<file path="config.mk">
export PLATFORM = sky130hd
export DESIGN_NAME = puf_auth_verifier
export DESIGN_NICKNAME = d
export VERILOG_FILES = /design/src/rtl/puf_auth_verifier.sv
export SDC_FILE = /design/constraint.sdc
export NUM_CORES = 1
export LEC_CHECK = 0
export CAP_MARGIN = 5
export CORE_MARGIN = 2
export CORE_UTILIZATION = 40
export CTS_CLUSTER_SIZE = 28
export DETAILED_ROUTE_END_ITERATION = 10
export PLACE_DENSITY = 0.59
export SKIP_CTS_REPAIR_TIMING = 1
export SLEW_MARGIN = 40
export SYNTH_ARGS = -nofsm -noshare
export SYNTH_HDL_FRONTEND = slang
export SYNTH_SLANG_ARGS = --single-unit
</file>
<file path="constraint.sdc">
create_clock -name clk -period 2.1 [get_ports clk]
set_input_delay 0.525 -clock clk [delete_from_list [all_inputs] [get_ports clk]]
set_output_delay 0.525 -clock clk [all_outputs]
set_load 0.03 [all_outputs]
</file>
<file path="src/rtl/puf_auth_verifier.sv">
// puf_auth_verifier
// Challenge-side controller for the ring-oscillator PUF. Requests evaluations
// over an enable/valid handshake, enrolls a golden response by per-bit
// majority vote over NUM_SAMPLES evaluations, and authenticates a later
// evaluation by Hamming distance against that golden value.

module puf_auth_verifier #(
  parameter int RESP_W      = 4,
  parameter int NUM_SAMPLES = 5,
  parameter int HD_THRESH   = 1,
  parameter int TIMEOUT     = 255
) (
  input  logic                         clk,
  input  logic                         rst,
  input  logic                         start,
  input  logic                         mode,
  output logic                         puf_enable,
  input  logic [RESP_W-1:0]            puf_resp,
  input  logic                         puf_valid,
  output logic                         busy,
  output logic                         done,
  output logic                         pass,
  output logic                         enrolled,
  output logic [RESP_W-1:0]            golden,
  output logic [$clog2(RESP_W+1)-1:0]  hd,
  output logic                         timeout_err,
  output logic                         not_enrolled_err
);

  localparam int CW   = $clog2(NUM_SAMPLES + 1);
  localparam int TW   = $clog2(TIMEOUT + 1);
  localparam int HD_W = $clog2(RESP_W + 1);

  localparam logic [CW-1:0]   NS_C     = CW'(NUM_SAMPLES);
  localparam logic [CW-1:0]   HALF_C   = CW'(NUM_SAMPLES / 2);
  localparam logic [TW-1:0]   TO_LAST  = TW'(TIMEOUT - 1);
  localparam logic [HD_W-1:0] HD_THR_C = HD_W'(HD_THRESH);

  typedef enum logic [1:0] {
    S_IDLE,
    S_REQ,
    S_ACCUM,
    S_EVAL
  } state_t;

  state_t              state_q;
  logic                mode_q;        // 0 = enroll, 1 = authenticate
  logic                abort_q;       // request timed out
  logic                noenr_q;       // authentication asked with nothing enrolled
  logic [RESP_W-1:0]   resp_q;        // last captured PUF response
  logic [CW-1:0]       samp_q;        // enrollment samples taken
  logic [TW-1:0]       tcnt_q;        // cycles spent waiting in the current request
  logic [CW-1:0]       ones_q [RESP_W];

  logic                puf_enable_q;
  logic                done_q;
  logic                pass_q;
  logic                enrolled_q;
  logic [RESP_W-1:0]   golden_q;
  logic [HD_W-1:0]     hd_q;
  logic                timeout_err_q;
  logic                not_enrolled_err_q;

  logic [RESP_W-1:0]   diff;
  logic [HD_W-1:0]     hd_calc;
  logic [RESP_W-1:0]   gold_calc;
  logic [CW-1:0]       samp_inc;

  // Hamming distance of the captured response, majority-vote golden, next sample count.
  always_comb begin
    // NOTE: every always_comb output gets a default before any conditional
    // logic so that no path leaves it unassigned and infers a latch.
    hd_calc   = '0;
    gold_calc = '0;
    diff      = resp_q ^ golden_q;
    samp_inc  = samp_q + CW'(1);
    for (int b = 0; b < RESP_W; b++) begin
      hd_calc      = hd_calc + HD_W'(diff[b]);
      gold_calc[b] = (ones_q[b] > HALF_C);
    end
  end

  // Control FSM with registered handshake and result outputs.
  always_ff @(posedge clk or posedge rst) begin
    if (rst) begin
      state_q            <= S_IDLE;
      mode_q             <= 1'b0;
      abort_q            <= 1'b0;
      noenr_q            <= 1'b0;
      resp_q             <= '0;
      samp_q             <= '0;
      tcnt_q             <= '0;
      // NOTE: the per-bit ones counters are a small register array, not a RAM,
      // so resetting them is cheap and keeps every counter at a known zero.
      for (int b = 0; b < RESP_W; b++) begin
        ones_q[b] <= '0;
      end
      puf_enable_q       <= 1'b0;
      done_q             <= 1'b0;
      pass_q             <= 1'b0;
      enrolled_q         <= 1'b0;
      golden_q           <= '0;
      hd_q               <= '0;
      timeout_err_q      <= 1'b0;
      not_enrolled_err_q <= 1'b0;
    end else begin
      // NOTE: state is updated with non-blocking assignments so that every
      // right-hand side reads the value from before this clock edge.
      done_q <= 1'b0;
      case (state_q)
        S_IDLE: begin
          if (start) begin
            pass_q             <= 1'b0;
            timeout_err_q      <= 1'b0;
            not_enrolled_err_q <= 1'b0;
            mode_q             <= mode;
            abort_q            <= 1'b0;
            samp_q             <= '0;
            tcnt_q             <= '0;
            for (int b = 0; b < RESP_W; b++) begin
              ones_q[b] <= '0;
            end
            if (mode && !enrolled_q) begin
              noenr_q <= 1'b1;
              state_q <= S_EVAL;
            end else begin
              noenr_q      <= 1'b0;
              puf_enable_q <= 1'b1;
              state_q      <= S_REQ;
            end
          end
        end

        S_REQ: begin
          // A response arriving on the last allowed cycle still counts.
          if (puf_valid) begin
            resp_q       <= puf_resp;
            puf_enable_q <= 1'b0;
            state_q      <= S_ACCUM;
          end else if (tcnt_q == TO_LAST) begin
            abort_q      <= 1'b1;
            puf_enable_q <= 1'b0;
            state_q      <= S_EVAL;
          end else begin
            tcnt_q <= tcnt_q + TW'(1);
          end
        end

        S_ACCUM: begin
          if (!mode_q) begin
            for (int b = 0; b < RESP_W; b++) begin
              ones_q[b] <= ones_q[b] + CW'(resp_q[b]);
            end
            samp_q <= samp_inc;
            if (samp_inc < NS_C) begin
              tcnt_q       <= '0;
              puf_enable_q <= 1'b1;
              state_q      <= S_REQ;
            end else begin
              state_q <= S_EVAL;
            end
          end else begin
            state_q <= S_EVAL;
          end
        end

        S_EVAL: begin
          state_q <= S_IDLE;
          done_q  <= 1'b1;
          if (noenr_q) begin
            not_enrolled_err_q <= 1'b1;
            pass_q             <= 1'b0;
          end else if (abort_q) begin
            // Golden, enrolled and hd keep their previous values on abort.
            timeout_err_q <= 1'b1;
            pass_q        <= 1'b0;
          end else if (mode_q) begin
            hd_q   <= hd_calc;
            pass_q <= (hd_calc <= HD_THR_C);
          end else begin
            golden_q      <= gold_calc;
            enrolled_q    <= 1'b1;
            timeout_err_q <= 1'b0;
          end
        end

        default: state_q <= S_IDLE;
      endcase
    end
  end

  assign busy             = (state_q != S_IDLE);
  assign puf_enable       = puf_enable_q;
  assign done             = done_q;
  assign pass             = pass_q;
  assign enrolled         = enrolled_q;
  assign golden           = golden_q;
  assign hd               = hd_q;
  assign timeout_err      = timeout_err_q;
  assign not_enrolled_err = not_enrolled_err_q;

endmodule

</file>
After elaboration in Yosys (flattened, before gate mapping)
Index checks and enable logic that the tools add are counted.
Word-level totals
  bits in registers: 45
  bits of input ports: 9
  output and inout port bits: 14
  word-level logic and storage cells: 116
Cells by class
  add/sub/neg operators: 9
  order comparisons: 6
  eq/ne operators: 16
  muxes and demuxes: 42
  bitwise operators: 4
  reductions and logical operators: 20
Operators by type and width (number)
  two-way mux 8 bit: 5
  two-way mux 12 bit: 2
  one-hot mux 12 bit (2 select lines): 1
  one-hot mux 8 bit (3 select lines): 1
  two-way mux 1 bit: 18
  != test 2 bit, second input constant: 9
  AND reduction 4 bit: 4
  adder 3 x 1 -> 3 bit: 5
  greater-than comparator 3 x 2 -> 1 bit, second input constant: 4
  two-way mux 2 bit: 6
  AND reduction 6 bit: 2
  AND reduction 3 bit: 3
  adder 8 x 1 -> 8 bit, second input constant: 1
  equality test 8 bit, second input constant: 1
  one-hot mux 1 bit (2 select lines): 4
  one-hot mux 2 bit (4 select lines): 1
  nonzero test 2 bit: 4
  two-way mux 3 bit: 2
  != test 3 bit, second input constant: 2
  one-hot mux 3 bit (2 select lines): 1
  AND reduction 2 bit: 3
  equality test 2 bit, second input constant: 2
  != test 4 bit, second input constant: 1
  XOR 4 bit: 1
  other kinds (12): 14

Logic depth before layout (Yosys ltp)
  depth after elaboration: 9
  gate-level depth with buffers: 8
  mapped depth without buffers: 8

Worst setup path after synthesis
No wires, ideal clock.
  path type: register to register
  from: reg golden_q[0] (netlist: golden[0])
  to: reg pass_q (netlist: pass)
  library setup time: 133 ps
  arrival time: 1989 ps
  required time: 1967 ps
  setup slack: -22 ps
  cell stages (with the launch flop): 9
  path buffers: 0
  clock period less this slack: 2122 ps
  path through: dfrtp_1 > xor2_1 > fa_1 > ha_1 > inv_1 > ha_1 > nor2_1 > a22oi_1 > o21ai_0
Between the ends
  word-level cells in the longest chain between the ends: 9
RTL lines
  start, declared: RTL line 59  | logic [RESP_W-1:0] golden_q;
  start signal, assigned: RTL line 181  | golden_q <= gold_calc;
  XOR 4 bit: RTL line 75  | diff = resp_q ^ golden_q;
  adder 1 x 1 -> 2 bit: RTL line 78  | hd_calc = hd_calc + HD_W'(diff[b]);
  adder 2 x 1 -> 3 bit: RTL line 78
  adder 3 x 1 -> 3 bit: RTL line 78
  net hd_calc[1]: RTL line 65  | logic [HD_W-1:0] hd_calc;
  <= comparator 3 x 1 -> 1 bit: RTL line 179  | pass_q <= (hd_calc <= HD_THR_C);
  two-way mux 1 bit: RTL line 177  | end else if (mode_q) begin
  two-way mux 1 bit: RTL line 173  | end else if (abort_q) begin
  two-way mux 1 bit: RTL line 170  | if (noenr_q) begin
  one-hot mux 1 bit (2 select lines): RTL line 110  | case (state_q)
  end signal, assigned: RTL line 179
  end, declared: RTL line 57  | logic pass_q;
The timed path passes the listed nets, and every way through them passes these cells. The select of a mux whose other input is x is not followed.
A chain may end at the register's enable or synchronous reset.

Final worst setup path
  from: reg resp_q[3]
  to: reg pass_q (netlist: pass)
Between the ends
  word-level cells in the longest chain between the ends: 7
RTL lines
  start, declared: RTL line 50  | logic [RESP_W-1:0] resp_q;
  start signal, assigned: RTL line 137  | resp_q <= puf_resp;
  XOR 4 bit: RTL line 75
  adder 3 x 1 -> 3 bit: RTL line 78
  net hd_calc[1]: RTL line 65
  <= comparator 3 x 1 -> 1 bit: RTL line 179
  two-way mux 1 bit: RTL line 177
  two-way mux 1 bit: RTL line 173
  two-way mux 1 bit: RTL line 170
  one-hot mux 1 bit (2 select lines): RTL line 110
The timed path passes the listed nets, and every way through them passes these cells. The select of a mux whose other input is x is not followed.

==> run metrics <==
Cells after Synth 249; later-pin clock latency in the skew report about 0.31 ns; layout cell share with drive strength beyond 1 between 10% and 20%; number of global-route vias before repair between 1500 and 2000; Fillers 574; initial antenna violation count 0; Synthesized Nets around 280; busiest layer in global routing met2; Post-DP Area around 2900 sq um; Top FF cell, synth dfrtp_1; leakage roughly 1.4 nW; first-pass GRT wire length 8770 um; Synth Area in Compound Gates ~17%; Yosys reg bits between 40 and 50; width of the die between 80 and 90 um; dpl cells about 350; Worst-Margin Slew 0.440 ns; Syn Area/Cell 10.1 sq um; Final ANT Viol Nets 0; Layout Cells excl Fill approximately 360; Critical Path RT around 2.3 ns; met1 usage between 20 and 25%; final setup violation count 0; Distinct cells, synth 46; Mapped Area roughly 2500 sq um; Final Max Tran Viols 0; antenna cell count 0; GR Overflow Total 0; most common cell after layout, fill and taps aside dfrtp_1; M2 GR Usage around a quarter; effective utilization at floorplan between 40% and 50%; Place WS 0.0199 ns; DIE AREA 6950 sq um; final hold vios 0; multi-input logic area ~1300 sq um; WHS 0.498 ns; critical path data arrival time roughly 2.3 ns; hpwl dp roughly 3800 um; min cycle time layout slightly above 2 ns; area delta synth->final 21.7%; GR Util met3 under 10%; largest net degree at the start of global routing 46; First-pass DRT Iterations 4; Nets about 320; design area 3070 sq um; sequential-to-total area share from yosys stat about 45%; DRC Markers 0; post-synthesis simple-gate area fraction 17.7%; status completed; Post-Synth Adder-Cell Area just over 10%; row count 28; CTS tree built; relative slew slack around 70%; global placer's final weighted congestion approximately 0.83; Avg Vias per Cell just over 5; Core Box Area roughly 6000 sq um; max cap viols 0; Max clock buf depth 2; Max VDD drop between 900 and 1000 uV; Yosys Warn Count 0; Max H-tree Level 2; 1st-iter DRT viols 61; via count around 1900; CTS root buf clkbuf_8; Cell Pwr Density approximately 1500 nW/um^2; clock sink count 45; total CTS buffers 5; WL final around 5300 um; PortBufs 22; fin worst setup slack between 0.04 and 0.05 ns; clk_skew 0.0149 ns; Layout Utilization approximately 51%; average wire per standard cell between 10 and 15 um; clock-pin slew of the registers on the worst-case setup and hold paths ~0.090 ns; chip height roughly 83 um; commonest cells after routing, fill and taps aside dfrtp_1, nand2_1, clkdlybuf4s50_1; GRT Overall Usage between 15 and 20%; Setup CP Type reg -> reg; Max Fclk 0.487 GHz; IO Pins 23; HP Class reg -> reg; Critical Path Sink Type register; post-synthesis async set-or-reset flop share 100%; type of origin of the critical path register; main combinational cell family by area after synthesis simple AND/OR/NAND/NOR gates; multiplexer share of the synthesized area ~4.9%; fin crit share a little over nine tenths; register area ~1100 sq um; CP Max Fanout 3; Synth Area in XOR/XNOR 1.74%; EDFF count, synth 0
worst paths after layout:
| check | cells past startpoint | slack, ns | start | endpoint |
|---|---|---|---|---|
| max reg2reg | 8 | 0.05 | resp_q[3]$_DFFE_PP0P_ | pass$_DFFE_PP0P_ |
| max in group asynchronous | 3 | 1.32 | rst | ones_q[1]$_DFFE_PP0P_ |
| min reg2reg | 1 | 0.50 | puf_enable$_DFFE_PP0P_ | puf_enable$_DFFE_PP0P_ |
| min in group asynchronous | 3 | 0.56 | rst | samp_q[2]$_DFFE_PP0P_ |
| max | 8 | 0.05 | resp_q[3]$_DFFE_PP0P_ | pass$_DFFE_PP0P_ |
| min | 1 | 0.50 | puf_enable$_DFFE_PP0P_ | puf_enable$_DFFE_PP0P_ |
synth_stat cells (2+ instances only):
cell type / count / area [sq um]
a21o_1: 4 / 30.0
a21oi_1: 17 / 85.1
a22o_1: 6 / 52.6
a31oi_1: 4 / 25.0
a32o_1: 2 / 20.0
a41oi_1: 2 / 17.5
and2_1: 3 / 18.8
and3_1: 2 / 12.5
buf_2: 2 / 10.0
buf_6: 3 / 33.8
clkbuf_1: 3 / 11.3
dfrtp_1: 45 / 1130
ha_1: 19 / 238
inv_1: 10 / 37.5
mux2_2: 10 / 113
nand2_1: 30 / 113
nand2b_1: 12 / 75.1
nand3_1: 3 / 15.0
nand4_1: 2 / 12.5
nor2_1: 13 / 48.8
nor2b_1: 3 / 18.8
nor3_1: 5 / 25.0
o211ai_1: 3 / 22.5
o21ai_0: 17 / 85.1
o31ai_1: 2 / 15.0
or2_2: 2 / 12.5
or4b_1: 2 / 20.0
xor2_1: 5 / 43.8
power breakdown:
group	leakage (nW)	internal (mW)	switching (mW)	total (mW)
sequential	0.587	1.11	0.198	1.31
combinational	0.749	1.22	1.42	2.64
clock	0.0554	0.358	0.316	0.673
metal layers:
metal	share of wire [%]	wire length (um)
met1	49	2590
met2	46	2420
met3	3.4	177
met4	1.6	83
met5	0	0
kinds of logic (layout without fill, tap and decap cells):
logic type                 count (synthesis)  in the layout
and+or+nand+nor                           84             84
xor gates and xnor gates                   5              5
DFF                                       45             45
buffers and inverters                     19             59
AOI/OAI and AO/OA                         65             65
muxes                                     11             11
adders and majority gates                 20             20
critical path, cell delays in order, from the launching register on:
cell and delay, ns:
dfrtp_1 0.42, xor2_2 0.20, fa_1 0.52, ha_2 0.19, inv_2 0.06, ha_4 0.26, nor2_1 0.04, a22oi_1 0.17
o21ai_1 0.08
registers in the layout, summed over array words and instances, names as in the netlist, 2 cells and up:
signal   flops
golden       4
state_q      2
samp_q       3
resp_q       4
ones_q      12
hd           3
tcnt_q       8
cell type report:
type / instances / area share [%]
Tap cell: 75 / 3.06
Sequential cell: 45 / 36.7
Timing Repair Buffer: 41 / 12.2
Inverter: 10 / 1.22
Clock buffer: 6 / 2.37
Multi-Input combinational cell: 185 / 43.2
Clock inverter: 2 / 1.26
stage by stage:
stage	power, mW	setup TNS [ns]
floorplan	3.00	0
global placement	3.72	0
detailed placement	3.77	0
CTS	4.46	0
global route	5.00	-0.0106
finish	4.62	0
Note: power is estimated with default switching activity, not from simulation.
